[config.mk]
export PLATFORM = sky130hd
export DESIGN_NAME = icache_port_scheduler
export DESIGN_NICKNAME = d
export VERILOG_FILES = /design/src/rtl/icache_pkg.sv /design/src/rtl/icache_fill_buffer.sv /design/src/rtl/icache_port_scheduler.sv
export SDC_FILE = /design/constraint.sdc
export NUM_CORES = 1
export LEC_CHECK = 0
export CAP_MARGIN = 20
export CORE_AREA = 2 2 304 306
export DETAILED_ROUTE_END_ITERATION = 6
export DIE_AREA = 0 0 306 308
export GPL_TIMING_DRIVEN = 0
export PLACE_DENSITY = 0.61
export SLEW_MARGIN = 20
export SYNTH_ARGS = -nofsm -noshare
export SYNTH_HDL_FRONTEND = slang
export SYNTH_HIERARCHICAL = 1
export SYNTH_SLANG_ARGS = --single-unit
export TNS_END_PERCENT = 5
[constraint.sdc]
create_clock -name clock_i -period 17.15 [get_ports clock_i]
set_input_delay 2.5725 -clock clock_i [delete_from_list [all_inputs] [get_ports clock_i]]
set_output_delay 2.5725 -clock clock_i [all_outputs]
set_load 0.03 [all_outputs]
[src/rtl/icache_pkg.sv]
// Shared constants and enums for the L1I port scheduler slice.
// Latency: n/a (declarations only).
// Backpressure: n/a.
package icache_pkg;

  localparam int OFFSET_SIZE    = 5;
  localparam int INDEX_SIZE     = 8;
  localparam int TAG_SIZE       = 64 - (OFFSET_SIZE + INDEX_SIZE);
  localparam int LINE_BITS      = (2 ** OFFSET_SIZE) * 8;
  localparam int FILL_BURST_DEF = 4;

  // What the memory port is being driven with in the current cycle.
  typedef enum logic [1:0] {
    S_IDLE,
    S_READ,
    S_WRITE
  } state_t;

  // Arbitration outcome for the cycle; takes effect at the memory next cycle.
  typedef enum logic [1:0] {
    DEC_NONE,
    DEC_READ,
    DEC_WRITE
  } dec_t;

endpackage

[src/rtl/icache_fill_buffer.sv]
// One-entry holding buffer for cacheline fills awaiting a write slot.
// Latency: loads at the accepting edge, visible the following cycle.
// Backpressure: ready is registered and equals "empty"; drains on the write-issue edge.
// Ports: clk/rst; fill_valid + fill_* payload in; drain (write issued) in;
//        ready, buf_valid and buffered payload out.
module icache_fill_buffer
  import icache_pkg::*;
#(
  parameter int OFFSET_W = OFFSET_SIZE,
  parameter int INDEX_W  = INDEX_SIZE,
  parameter int TAG_W    = TAG_SIZE,
  parameter int LINE_W   = LINE_BITS
) (
  input  logic                clk,
  input  logic                rst,
  input  logic                fill_valid,
  input  logic [LINE_W-1:0]   fill_line,
  input  logic [TAG_W-1:0]    fill_tag,
  input  logic [INDEX_W-1:0]  fill_index,
  input  logic [OFFSET_W-1:0] fill_offset,
  input  logic                drain,
  output logic                ready,
  output logic                buf_valid,
  output logic [LINE_W-1:0]   buf_line,
  output logic [TAG_W-1:0]    buf_tag,
  output logic [INDEX_W-1:0]  buf_index,
  output logic [OFFSET_W-1:0] buf_offset
);

  // Load and drain are mutually exclusive: load needs an empty buffer,
  // drain is only issued while it is full.
  always_ff @(posedge clk or posedge rst) begin
    if (rst) begin
      buf_valid  <= 1'b0;
      ready      <= 1'b1;
      buf_line   <= '0;
      buf_tag    <= '0;
      buf_index  <= '0;
      buf_offset <= '0;
    end else if (fill_valid && ready) begin
      buf_valid  <= 1'b1;
      ready      <= 1'b0;
      buf_line   <= fill_line;
      buf_tag    <= fill_tag;
      buf_index  <= fill_index;
      buf_offset <= fill_offset;
    end else if (drain) begin
      buf_valid  <= 1'b0;
      ready      <= 1'b1;
    end
  end

endmodule

[src/rtl/icache_port_scheduler.sv]
// Shares the single L1I memory port between fetch lookups and line fills.
// Latency: decision in cycle t drives the memory in t+1; fills issue >= 2 cycles after accept.
// Backpressure: fetchReady_o is a combinational grant; fillReady_o is registered buffer-empty.
// Ports: clock_i/reset_i; fetch request (valid/tag/index/offset, ready);
//        fill request (valid/cacheline/tag/index/offset, ready); registered mem* port.
// Optional: ICACHE_SCHED_STATS_EN adds statFetchGrants_o/statFillGrants_o/statBubbles_o.
module icache_port_scheduler
  import icache_pkg::*;
#(
  parameter int offsetSize          = OFFSET_SIZE,
  parameter int indexSize           = INDEX_SIZE,
  parameter int tagSize             = 64 - (offsetSize + indexSize),
  parameter int cachelineSizeInBits = (2 ** offsetSize) * 8,
  parameter int FILL_BURST_MAX      = FILL_BURST_DEF
) (
  input  logic                           clock_i,
  input  logic                           reset_i,
  input  logic                           fetchValid_i,
  input  logic [tagSize-1:0]             fetchTag_i,
  input  logic [indexSize-1:0]           fetchIndex_i,
  input  logic [offsetSize-1:0]          fetchOffset_i,
  output logic                           fetchReady_o,
  input  logic                           fillValid_i,
  input  logic [cachelineSizeInBits-1:0] fillCacheline_i,
  input  logic [tagSize-1:0]             fillTag_i,
  input  logic [indexSize-1:0]           fillIndex_i,
  input  logic [offsetSize-1:0]          fillOffset_i,
  output logic                           fillReady_o,
  output logic                           memFetchEnable_o,
  output logic [tagSize-1:0]             memTag_o,
  output logic [indexSize-1:0]           memIndex_o,
  output logic [offsetSize-1:0]          memOffset_o,
  output logic                           memUpdateEnable_o,
  output logic [cachelineSizeInBits-1:0] memNewCacheline_o,
  output logic [tagSize-1:0]             memNewTag_o,
  output logic [indexSize-1:0]           memNewIndex_o,
`ifdef ICACHE_SCHED_STATS_EN
  output logic [offsetSize-1:0]          memNewOffset_o,
  output logic [31:0]                    statFetchGrants_o,
  output logic [31:0]                    statFillGrants_o,
  output logic [31:0]                    statBubbles_o
`else
  output logic [offsetSize-1:0]          memNewOffset_o
`endif
);

  localparam int RUN_W = $clog2(FILL_BURST_MAX + 1);
  localparam logic [RUN_W-1:0] RUN_MAX = RUN_W'(FILL_BURST_MAX);

  state_t state, state_next;
  dec_t   dec;
  logic [RUN_W-1:0] fill_run, run_next;
  logic hazard, eligible, write_wanted;

  logic                           buf_valid;
  logic [cachelineSizeInBits-1:0] buf_line;
  logic [tagSize-1:0]             buf_tag;
  logic [indexSize-1:0]           buf_index;
  logic [offsetSize-1:0]          buf_offset;

  icache_fill_buffer #(
    .OFFSET_W (offsetSize),
    .INDEX_W  (indexSize),
    .TAG_W    (tagSize),
    .LINE_W   (cachelineSizeInBits)
  ) u_fill_buffer (
    .clk         (clock_i),
    .rst         (reset_i),
    .fill_valid  (fillValid_i),
    .fill_line   (fillCacheline_i),
    .fill_tag    (fillTag_i),
    .fill_index  (fillIndex_i),
    .fill_offset (fillOffset_i),
    .drain       (dec == DEC_WRITE),
    .ready       (fillReady_o),
    .buf_valid   (buf_valid),
    .buf_line    (buf_line),
    .buf_tag     (buf_tag),
    .buf_index   (buf_index),
    .buf_offset  (buf_offset)
  );

  always_ff @(posedge clock_i or posedge reset_i) begin
    if (reset_i) begin
      state    <= S_IDLE;
      fill_run <= '0;
    end else begin
      state    <= state_next;
      fill_run <= run_next;
    end
  end

  // A pending write wins unless the burst budget is spent while a fetch waits.
  // When the write wants the port but a read is on the bus this cycle, the port
  // idles for one turnaround cycle instead of slipping in another read; this
  // keeps a continuous fetch stream from starving the fill.
  always_comb begin
    hazard       = buf_valid && (fetchIndex_i == buf_index);
    eligible     = fetchValid_i && !hazard;
    write_wanted = buf_valid && ((fill_run < RUN_MAX) || !eligible);
    dec          = DEC_NONE;
    state_next   = S_IDLE;
    run_next     = '0;
    if (write_wanted) begin
      if (state != S_READ) dec = DEC_WRITE;
    end else if (eligible) begin
      dec = DEC_READ;
    end
    case (dec)
      DEC_WRITE: begin
        state_next = S_WRITE;
        run_next   = (eligible && fill_run != RUN_MAX) ? fill_run + RUN_W'(1) : fill_run;
      end
      DEC_READ:  state_next = S_READ;
      default:   state_next = S_IDLE;
    endcase
  end

  // Grant is suppressed while reset is held so nothing is accepted then.
  assign fetchReady_o = (dec == DEC_READ) && !reset_i;

  // Unused bus of each cycle is forced to zero.
  always_ff @(posedge clock_i or posedge reset_i) begin
    if (reset_i) begin
      memFetchEnable_o  <= 1'b0;
      memTag_o          <= '0;
      memIndex_o        <= '0;
      memOffset_o       <= '0;
      memUpdateEnable_o <= 1'b0;
      memNewCacheline_o <= '0;
      memNewTag_o       <= '0;
      memNewIndex_o     <= '0;
      memNewOffset_o    <= '0;
    end else begin
      memFetchEnable_o  <= (dec == DEC_READ);
      memTag_o          <= (dec == DEC_READ)  ? fetchTag_i    : '0;
      memIndex_o        <= (dec == DEC_READ)  ? fetchIndex_i  : '0;
      memOffset_o       <= (dec == DEC_READ)  ? fetchOffset_i : '0;
      memUpdateEnable_o <= (dec == DEC_WRITE);
      memNewCacheline_o <= (dec == DEC_WRITE) ? buf_line      : '0;
      memNewTag_o       <= (dec == DEC_WRITE) ? buf_tag       : '0;
      memNewIndex_o     <= (dec == DEC_WRITE) ? buf_index     : '0;
      memNewOffset_o    <= (dec == DEC_WRITE) ? buf_offset    : '0;
    end
  end

`ifdef ICACHE_SCHED_STATS_EN
  logic bubble;
  assign bubble = write_wanted && (state == S_READ);

  always_ff @(posedge clock_i or posedge reset_i) begin
    if (reset_i) begin
      statFetchGrants_o <= '0;
      statFillGrants_o  <= '0;
      statBubbles_o     <= '0;
    end else begin
      if (dec == DEC_READ)  statFetchGrants_o <= statFetchGrants_o + 32'd1;
      if (dec == DEC_WRITE) statFillGrants_o  <= statFillGrants_o + 32'd1;
      if (bubble)           statBubbles_o     <= statBubbles_o + 32'd1;
    end
  end
`endif

endmodule
After elaboration in Yosys (flattened, before gate mapping)
Cells that the tools add are included.
{ "word_totals": {"inputBits": 388, "output_inout_bits": 388, "wordCells": 53, "reg_bits": 713} }
{ "classes": {"magnitude_cmp": 1, "reduce_logical": 11, "n_eq_ne": 6, "n_mux": 17, "n_addsub": 1} }
{ "op_table": {"columns": ["op", "n"], "rows": [
  ["two-way mux 256 bit", 1],
  ["two-way mux 51 bit", 2],
  ["two-way mux 8 bit", 2],
  ["two-way mux 5 bit", 2],
  ["equality test 8 bit", 1],
  ["logical AND 1 bit", 6],
  ["two-way mux 3 bit", 2],
  ["two-way mux 1 bit", 5],
  ["two-way mux 2 bit", 2],
  ["case mux 2 bit (2 select lines)", 1],
  ["adder 3 x 1 -> 3 bit, second input constant", 1],
  ["logical NOT 1 bit", 3],
  ["less-than comparator 3 bit, second input constant", 1],
  ["!= test 3 bit, second input constant", 1],
  ["equality test 2 x 1 -> 1 bit, second input constant", 1],
  ["equality test 2 bit, second input constant", 1],
  ["!= test 2 x 1 -> 1 bit, second input constant", 1],
  ["!= test 2 bit, second input constant", 1],
  ["nonzero test 2 bit", 1],
  ["logical OR 1 bit", 1]
]} }

Depth between registers and ports, before layout
{ "logic_depth": {"ltp_word": 11, "mapped_depth": 9, "mapped_depth_nobuf": 6} }

Cells and area by module
The synthesis kept the hierarchy.
{ "modules_own_cells": {"columns": ["mod", "instances", "seq_area_each_um2", "cells_each", "area_per_inst_um2"], "rows": [
  ["icache_port_scheduler", 1, 9734.3, 896, 12932.4],
  ["icache_fill_buffer", 1, 8059.0, 683, 12070.3]
]} }

Worst setup path after synthesis
No wires, ideal clock.
{ "synth_timing": {"kind": "in2out", "start": "input reset_i", "end": "output fetchReady_o", "slack_ns": 3.042, "path_buffers": 0, "required_ns": 14.577, "path_stages": 2, "arrival_time_ns": 11.536, "path_cell_list": "inv_1 > and2_1"} }
{ "synth_between": {"elab_chain_cells": 2} }
{ "synth_rtl": {"columns": ["item", "line_no", "text"], "rows": [
  ["start: declaration", "icache_port_scheduler.sv:17", "input logic reset_i,"],
  ["logical NOT 1 bit (no line)", null, null],
  ["logical AND 1 bit", "icache_port_scheduler.sv:120", "assign fetchReady_o = (dec == DEC_READ) && !reset_i;"],
  ["end: declaration", "icache_port_scheduler.sv:22", "output logic fetchReady_o,"]
]} }
No other way between the ends.

Worst setup path in the final report
{ "layout_timing": {"start": "input fetchIndex_i[6]", "end": "output fetchReady_o"} }
{ "layout_between": {"elab_chain_cells": 10, "word_cells_on_any_way": 11, "cone_classes": "eq/ne: 2; mux: 2; reduce/logical: 7"} }
{ "layout_rtl": {"columns": ["item", "line_no", "text"], "rows": [
  ["start: declaration", "icache_port_scheduler.sv:20", "input logic [indexSize-1:0] fetchIndex_i,"],
  ["equality test 8 bit *", "icache_port_scheduler.sv:98", "hazard = buf_valid && (fetchIndex_i == buf_index);"],
  ["logical AND 1 bit *", "icache_port_scheduler.sv:98", null],
  ["logical NOT 1 bit *", "icache_port_scheduler.sv:99", "eligible = fetchValid_i && !hazard;"],
  ["logical AND 1 bit *", "icache_port_scheduler.sv:99", null],
  ["logical NOT 1 bit", "icache_port_scheduler.sv:100", "write_wanted = buf_valid && ((fill_run < RUN_MAX) || !eligible);"],
  ["logical OR 1 bit", "icache_port_scheduler.sv:100", null],
  ["logical AND 1 bit", "icache_port_scheduler.sv:100", null],
  ["two-way mux 2 bit *", "icache_port_scheduler.sv:104", "if (write_wanted) begin"],
  ["equality test 2 x 1 -> 1 bit *", "icache_port_scheduler.sv:120", null],
  ["logical AND 1 bit *", "icache_port_scheduler.sv:120", null]
]} }
Mark *: on every way between the ends. The rest lies on a longest branch, timed or not.

==> reports/results.ini <==
[outcome]
status = completed

[finish]
final_layout_size_suffix_gt1_share_pct = 12.7
layout_common_cells = 775 x clkdlybuf4s50_1, 710 x dfrtp_1, 289 x mux2_1
area_growth_syn_to_layout_pct = 48.5
final_common_cell = clkdlybuf4s50_1
final_cell_count_no_fill = 3696
layout.nets = 2833
final_cell_area_um2 = 37100

[pwr]
combPwrFrac_pct = 38.3
p_leak_nw = 17.0
ir_worst_vdd_uv = 112
p_sw_mw = 2.51
switching_share_pct = 34.9
p_seq_share_pct = 37.9
intPower_mw = 4.68
power_density_nw_per_um2 = 194
power_frac_clock_pct = 23.8

[sta]
final.period_utilization_pct = 45.5
final.setup_skew_ns = 0.0149
hold_violations = 0
slew_violations = 0
finalCriticalPeriod_ns = 7.80
rsz0062_at_grt = false
fmax_mhz = 128
setup_tns_ns = 0
worst_pin_slew_ns = 0.722
relSlewSlack_pct = 51.9
setup_viol = 0

[clock_network]
cts_tree = yes
cts.htree.levels = 3
cts_resized = 0
clockRootBuffer = clkbuf_16
clock_latency_ns = 0.63
hold_buffers = 0
clk_pin_slew_ns = 0.05
post_cts_buffers = 0
clockBufferDepth = 3
clock-sinks = 711
cts_made_buffers = 80

[floorplanning]
pin_count = 776
die_h_um = 308
die_w_um = 306
start_util_pct = 27.5
fp.dieArea_um2 = 94200
num_rows = 111
core_um2 = 91000

[worst_setup_path]
critPathMaxFanout = 10
required_ns = 14.58
start_kind = input port
critPathCaptureType = output pin
worstSetupPathType = in -> out
cp.arrival_ns = 5.23

[detailed_routing]
vias = 16000
wl_met2_um = 40400
drc = 0
avgRoutedWirePerCell_um = 21.4
top_layer_used = met5
first_pass_iters = 4
routed_wl_um = 79000
route.layer.met1.wl_um = 30200
drt_iter0_drc = 706
postRouteAntennaNets = 0
via_per_inst = 4.32
dr_wl_met3_um = 6100

[place]
placed_area_um2 = 34500
place.gp.congestion = 0.863
dp_hpwl_um = 60000
portBuffers = 775
dp.cells = 3547

[global_routing]
grt_max_degree = 105
antenna_found_initial = 17
grt_use_total_pct = 16.5
grt_overflow_total = 0
grt_pass1_vias = 17700
grt_pass1_wl_um = 116000

[yosys]
synth_edf_count = 0
async_flop_share_pct = 100
synthCells = 1579
synthesis.nets = 1969
netlist_area_um2 = 25000
ys.flop_type = dfrtp_1
synth.yosys.warnings = 6
yosysUniqueCellTypes = 37
yosysTopAreaCell = dfrtp_1
ys_seq_area_share_pct = 71.2
synth_top_area_share_pct = 71.1
synth_area_leaders = dfrtp_1 71%, mux2_1 13%, and3_1 6.1%, and3_2 2.3%, and2_1 1.7%
postSynthAreaPerCell_um2 = 15.8
ys_seq_elements = 711

[run]
drv_cap = 0

[hold_path]
min_path_type = reg -> reg

-- layout make-up --
type                       count  area, um2
tap                         1186       1480
antenna                       12       30.0
timing repair buffer         782       7950
inverter                       8       45.0
buffer                       114        743
clock inverter                24        300
multi-input combinational    746       6440
clock buffer                 113       2350
fill                        8327      53800
sequential                   711      17800
-- cell usage after synthesis, drive strengths merged, types with 3 or more instances --
library cell,count
dfrtp,710
buf,39
clkbuf,75
mux2,320
nand3,3
inv,8
and3,321
xor2,7
nand2,4
and2,68
-- cell families (layout without fill, tap and decap cells) --
group | after synthesis | count (layout) | share of synthesized area, %
xor gates and xnor gates | 8 | 8 | 0.280
and+or+nand+nor | 404 | 404 | 10.6
other | 0 | 12 | 0
AOI/OAI and AO/OA | 10 | 10 | 0.310
adders and majority gates | 2 | 2 | 0.100
DFF | 711 | 711 | 71.2
buffers and inverters | 122 | 1041 | 3.09
muxes | 322 | 322 | 14.5
-- worst max-delay path, stage by stage --
cell and delay, ns:
clkdlybuf4s50_1 0.49, xor2_1 0.37, nor3_4 0.13, a31oi_1 0.35
buf_1 0.41, and2_1 0.19, clkdlybuf4s50_1 0.69
-- state kept, by name, summed over array words and instances (netlist names) --
| register | cells |
|---|---|
| fill_run | 3 |
| u_fill_buffer/buf_offset | 5 |
| memTag_o | 51 |
| memIndex_o | 8 |
| memNewIndex_o | 8 |
| u_fill_buffer/buf_line | 256 |
| memOffset_o | 5 |
| memNewTag_o | 51 |
| memUpdateEnable_o | 1 |
| u_fill_buffer/ready | 1 |
| u_fill_buffer/buf_tag | 51 |
| memNewCacheline_o | 256 |
| state | 1 |
| u_fill_buffer/buf_index | 8 |
| u_fill_buffer/buf_valid | 1 |
| memNewOffset_o | 5 |
-- metrics by stage --
stage	worst slack [ns]	util (%)	total power [mW]	hold WS, ns
2_1_floorplan	3.04	-	4.25	0.455
3_3_place_gp	-1.84	37.6	5.48	0.465
3_5_place_dp	9.34	37.9	5.54	0.472
4_1_cts	9.32	40.8	7.30	0.484
5_1_grt	9.25	40.8	7.56	0.488
6_report	9.35	40.8	7.19	0.479
-- final timing paths --
check	slack (ns)	endpoint	from	cells past startpoint
hold reg to reg	0.48	u_fill_buffer/buf_line[217]	u_fill_buffer/buf_line[217]	1
setup / recovery	9.35	fetchReady_o	fetchIndex_i[6]	7
max in group asynchronous	13.24	u_fill_buffer/buf_line[235]	reset_i	4
hold / removal	0.48	u_fill_buffer/buf_line[217]	u_fill_buffer/buf_line[217]	1
setup reg to reg	14.41	u_fill_buffer/ready	u_fill_buffer/buf_index[3]	8
min in group asynchronous	2.54	memNewCacheline_o[129]	reset_i	2
-- power by group through the flow --
stage | Clock [mW] | Combinational (mW) | Sequential, mW
4_1_cts | 1.77 | 2.79 | 2.74
2_1_floorplan | 0 | 0.826 | 3.42
5_1_grt | 1.84 | 2.91 | 2.81
6_report | 1.71 | 2.75 | 2.73
3_3_place_gp | 0 | 2.73 | 2.74
3_5_place_dp | 0 | 2.78 | 2.76
-- routing by layer --
metal	GRT usage, %	up-vias
li1	-	7176
met1	18.9	8121
met2	28.7	516
met3	5.68	153
met4	5.87	14
met5	0	-
(Power assumes the default switching activity.)
